File: src/rtl/rvb_prot_pipe.sv
// rvb_prot_pipe: packed-lane rotate (nibble/byte/half/word/dword) with valid/ready on both sides.
// PIPE=1 splits the log-level rotate network across two registered stages; PIPE=0 uses one.
module rvb_prot_pipe #(
    parameter int XLEN  = 32,
    parameter int PIPE  = 1,
    parameter int TAG_W = 5
) (
    input  logic                    g_clk,
    input  logic                    g_resetn,
    input  logic                    flush,
    input  logic                    in_valid,
    output logic                    in_ready,
    input  logic [XLEN-1:0]         in_rs1,
    input  logic [$clog2(XLEN)-1:0] in_amt,
    input  logic [2:0]              in_esize,
    input  logic                    in_left,
    input  logic [TAG_W-1:0]        in_tag,
    output logic                    out_valid,
    input  logic                    out_ready,
    output logic [XLEN-1:0]         out_rd,
    output logic [TAG_W-1:0]        out_tag,
    output logic                    out_err
);
    localparam int AW = $clog2(XLEN);

    typedef logic [XLEN-1:0] word_t;
    typedef logic [AW-1:0]   amt_t;

    // One network level: rotate every lane of width 4<<esz right by 2^lvl.
    function automatic word_t ror_level(word_t d, logic [2:0] esz, int lvl);
        int    e;
        int    s;
        word_t keep;
        e    = 4 << esz;
        s    = 1 << lvl;
        keep = '0;
        if (e <= s) begin
            return d;
        end else begin
            for (int j = 0; j < XLEN; j++) begin
                if ((j & (e - 1)) < (e - s)) keep = keep | (word_t'(1) << j);
            end
            return ((d >> s) & keep) | ((d << (e - s)) & ~keep);
        end
    endfunction

    function automatic word_t ror_levels(word_t d, logic [2:0] esz, amt_t amt, int lo, int hi);
        word_t r;
        r = d;
        for (int l = lo; l < hi; l++) begin
            if (((int'(amt) >> l) & 1) != 0) r = ror_level(r, esz, l);
        end
        return r;
    endfunction

    // Left rotates become right rotates by (E-k) mod E so a single network serves both.
    function automatic amt_t right_amt(logic [2:0] esz, amt_t amt, logic left);
        int e;
        int k;
        e = 4 << esz;
        k = int'(amt) & (e - 1);
        if (left) k = (e - k) & (e - 1);
        return amt_t'(k);
    endfunction

    logic       in_err;
    logic [2:0] in_esz;
    amt_t       in_ramt;
    logic       out_adv;

    // Illegal sizes travel as nibble ops so the network stays bounded; the result is zeroed later.
    always_comb begin
        in_err  = !((in_esize <= 3'd3) || (in_esize == 3'd4 && XLEN == 64));
        in_esz  = in_err ? 3'd0 : in_esize;
        in_ramt = right_amt(in_esz, in_amt, in_left);
    end

    assign out_adv = !out_valid || out_ready;

    generate
        if (PIPE != 0) begin : g_two
            logic             s1_valid;
            logic             s1_err;
            word_t            s1_data;
            amt_t             s1_amt;
            logic [2:0]       s1_esz;
            logic [TAG_W-1:0] s1_tag;

            assign in_ready = !flush && (!s1_valid || out_adv);

            always_ff @(posedge g_clk or negedge g_resetn) begin
                if (!g_resetn) begin
                    s1_valid <= 1'b0;
                    s1_err   <= 1'b0;
                    s1_data  <= '0;
                    s1_amt   <= '0;
                    s1_esz   <= '0;
                    s1_tag   <= '0;
                end else if (flush) begin
                    s1_valid <= 1'b0;
                end else if (!s1_valid || out_adv) begin
                    s1_valid <= in_valid;
                    if (in_valid) begin
                        s1_err  <= in_err;
                        s1_data <= ror_levels(in_rs1, in_esz, in_ramt, 0, 2);
                        s1_amt  <= in_ramt;
                        s1_esz  <= in_esz;
                        s1_tag  <= in_tag;
                    end
                end
            end

            always_ff @(posedge g_clk or negedge g_resetn) begin
                if (!g_resetn) begin
                    out_valid <= 1'b0;
                    out_rd    <= '0;
                    out_tag   <= '0;
                    out_err   <= 1'b0;
                end else if (flush) begin
                    out_valid <= 1'b0;
                end else if (out_adv) begin
                    out_valid <= s1_valid;
                    if (s1_valid) begin
                        out_rd  <= s1_err ? '0 : ror_levels(s1_data, s1_esz, s1_amt, 2, AW);
                        out_tag <= s1_tag;
                        out_err <= s1_err;
                    end
                end
            end
        end else begin : g_one
            assign in_ready = !flush && out_adv;

            always_ff @(posedge g_clk or negedge g_resetn) begin
                if (!g_resetn) begin
                    out_valid <= 1'b0;
                    out_rd    <= '0;
                    out_tag   <= '0;
                    out_err   <= 1'b0;
                end else if (flush) begin
                    out_valid <= 1'b0;
                end else if (out_adv) begin
                    out_valid <= in_valid;
                    if (in_valid) begin
                        out_rd  <= in_err ? '0 : ror_levels(in_rs1, in_esz, in_ramt, 0, AW);
                        out_tag <= in_tag;
                        out_err <= in_err;
                    end
                end
            end
        end
    endgenerate

endmodule
File: config.mk
export PLATFORM = sky130hd
export DESIGN_NAME = rvb_prot_pipe
export DESIGN_NICKNAME = d
export VERILOG_FILES = /design/src/rtl/rvb_prot_pipe.sv
export SDC_FILE = /design/constraint.sdc
export NUM_CORES = 1
export LEC_CHECK = 0
export ABC_AREA = 1
export CAP_MARGIN = 30
export CORE_MARGIN = 1
export CORE_UTILIZATION = 45
export DETAILED_ROUTE_END_ITERATION = 16
export GPL_TIMING_DRIVEN = 0
export HOLD_SLACK_MARGIN = 0.12
export PLACE_DENSITY = 0.74
export SYNTH_ARGS = -nofsm -noshare
export SYNTH_HDL_FRONTEND = slang
export SYNTH_SLANG_ARGS = --single-unit
File: constraint.sdc
create_clock -name g_clk -period 4.42 [get_ports g_clk]
set_clock_uncertainty 0.15 [all_clocks]
set_input_delay 0.884 -clock g_clk [delete_from_list [all_inputs] [get_ports g_clk]]
set_output_delay 0.884 -clock g_clk [all_outputs]
set_load 0.02 [all_outputs]
==> results.md <==
- Syn Std Cell Area: 9240 sq um
- Setup TNS: 0 ns
- Simple-Gate Fraction of Synth Area: 41.5%
- Antenna Nets Post-Route: 0
- Crit-path slowest cell: dfrtp_2
- Max frequency: 238 MHz
- Vias in the first global route: 10700
- H-tree Lvls: 3
- Final instance area: 11300 sq um
- Sequential area share after synthesis: 22.8%
- Largest family of logic cells by synthesized area: simple AND/OR/NAND/NOR gates
- Initial cell density of the core: 45.8%
- Antenna diodes: 0
- Worst-path fanout max: 12
- Most frequent cells after synthesis: 549 x nand2_1, 192 x nand3_1, 142 x inv_1
- Status: complete, no violations
- TritonCTS sink count: 84
- Total CTS buffers: 9
- Area growth syn-to-layout: 22.4%
- Post-Synth Adder-Cell Area: 2.17%
- Vias: 11800
- Global-route wire length before repair: 62.2 mm
- DP HPWL: 31.8 mm
- Core Util, Final: 56.0%
- Die Span Y: 145 microns
- Post-synthesis xor/xnor area fraction: 0.0948%
- Worst Hold Class: primary input to asynchronous set/reset pin
- Syn Inst Count: 1600
- Element type at the critical path end: register
- Post-DP Area: 10500 sq um
- Clock slew at reported path FFs: 0.08 ns
- Share of cells above drive strength 1: 11.4%
- Layout Nets: 1789
- Critical path type: register to register
- Final hold slack: 0.228 ns
- Reg2reg setup slack: 0.21 ns
- PortBufs: 90
- Final number of hold-violating endpoints: 0
- Die width: 145 microns
- Post-synth EDFFs: 0
- Min Tclk post-route: 4.21 ns
- Drt first-iter violations: 1341
- Root buffer cell: clkbuf_16
- Slew Viols, Final: 0
- Yosys reg bits: 84
- Finished Layout Cells: 1997
- Worst vdd rail ir drop: 0.185 mV
- Top cells by area, synth: dfrtp_1 23%, nand2_1 22%, nand3_1 10%, o21ai_0 7.2%, inv_1 5.8%
- Row count: 52
- Layout fillers: 2090
- Final WL: 40.0 mm
- Skew-Pair Late Insertion Delay: 0.36 ns
- Die area: 21100 sq um
- Most used cell, CP: nand2_1
- Distinct cells, synth: 54
- Top cell type's share of synthesized area: 22.8%
- Detailed-router iteration count before antenna repair: 7
- Inst Count DP: 1962
- # setup viols final: 0
- Yosys warnings: 0
- Largest net degree at the start of global routing: 72
- Clk buf depth: 2
- Post-synthesis compound-gate area fraction: 21.9%
- Static leakage: 5.36 nW
- Fin crit share: 95.2%
- Least-Margin Pin Slew: 1.13 ns
- Final WS setup: 0.214 ns
- Syn Area/Cell: 5.77 sq um
- Total design power: 4.48 mW
- Mux cell area share after synthesis: 0.217%
- DR DRC count: 0
- Vias/cell: 5.92
- Clock tree from TritonCTS: done
- Gp weighted congestion: 1.01
- Cell accounting for the most synthesized area: dfrtp_1
- Max-Cap Viols: 0
- DP Worst Slack: -0.947 ns
- Core area: 20200 sq um
- I/O pins: 91
- Synth Flop Type: dfrtp_1
- WP data required: 4.52 ns
- Most numerous cell in the Yosys netlist: nand2_1
- Type of origin of the critical path: register
- Gr usage total: 37.8%
- Slowest Stage Delay on Critical Path: 0.41 ns
- Slew HR: 24.5%
- Initial antenna violation count: 0
- Mapped Nets: 1667
- WL per Instance: 20.0 microns
- Worst path arrival time: 4.31 ns
- Grt ovf: 0
- Pwr Density: 396 nW/um^2
- Post-synth ARST share: 100%
[worst max-delay path, delay by kind of cell, from the launching register on]
family,cells,cell delay (ns)
fa+ha+maj,2,0.56
buf+inv,7,1.00
compound gates,1,0.17
flops,1,0.41
simple gates,18,1.77
[kinds of logic after synthesis]
| logic type | count (synthesis) |
|---|---|
| AO/OA/AOI/OAI | 348 |
| XOR/XNOR | 1 |
| flip-flops | 84 |
| adder cells (fa/ha/maj) | 16 |
| other | 2 |
| AND/OR/NAND/NOR | 889 |
| buffers and inverters | 258 |
| multiplexers | 2 |
[metal layers]
metal / track usage, % / part of all wire [%]
met1: 53.6 / 43
met2: 58.2 / 44
met3: 6.04 / 10
met4: 12.3 / 3.2
met5: 0 / 0
[area by class of cell]
type	instances	area [sq um]	share of cell area (%)
multi-input cells	1258	6330	56.0
clock inverters	7	76.3	0.675
inverters	164	618	5.47
clock buffers	9	225	1.99
repair buffers	113	1090	9.66
flip-flops and latches	84	2100	18.6
plain buffers	92	518	4.58
well taps	270	338	2.99
[placed cells by master (no fill, tap or decap), types with 10 or more instances in the layout]
| cell type | count |
|---|---|
| nand2_1 | 533 |
| nand3_1 | 180 |
| inv_1 | 139 |
| o21ai_0 | 127 |
| clkdlybuf4s50_1 | 89 |
| a21oi_1 | 87 |
| dfrtp_1 | 82 |
| nor2_1 | 61 |
| clkbuf_1 | 44 |
| o21ai_1 | 31 |
| nand4_1 | 29 |
| buf_4 | 28 |
| nand2_2 | 26 |
| o211ai_1 | 25 |
| o22ai_1 | 21 |
| inv_2 | 20 |
| buf_2 | 16 |
| nand3_2 | 13 |
| ha_1 | 13 |
| nor2_2 | 11 |
| nor3_1 | 10 |
[worst paths after layout]
path | start | end | cells after the start
worst max-delay path | g_two.s1_esz[2] | out_rd[17] | 28
worst min-delay path | g_resetn | out_rd[9] | 1
worst max register to register | g_two.s1_esz[2] | out_rd[17] | 28
worst min register to register | g_two.s1_err | g_two.s1_err | 2
max in group asynchronous | g_resetn | g_two.s1_data[2] | 2
min in group g_clk | g_two.s1_err | g_two.s1_err | 2
[power breakdown]
part / internal, mW / switching, mW
clock: 0.402 / 0.381
sequential: 0.937 / 0.133
combinational: 0.874 / 1.75
[sequential cells by signal, summed over array words and instances (netlist names)]
register        cells
out_err             1
out_rd             32
g_two.s1_valid      1
g_two.s1_data      32
g_two.s1_err        1
out_tag             5
g_two.s1_esz        3
out_valid           1
g_two.s1_amt        3
g_two.s1_tag        5
[repair_timing]
item | in CTS | in global routing
gates resized for setup | 47 | 69
pin swaps | 5 | 19
setup buffers | 4 | 16
setup endpoints to repair | 57 | 60
hold buffers | 0 | 0
cloned | 1 | 0
Power figures use the tool's default switching activity.
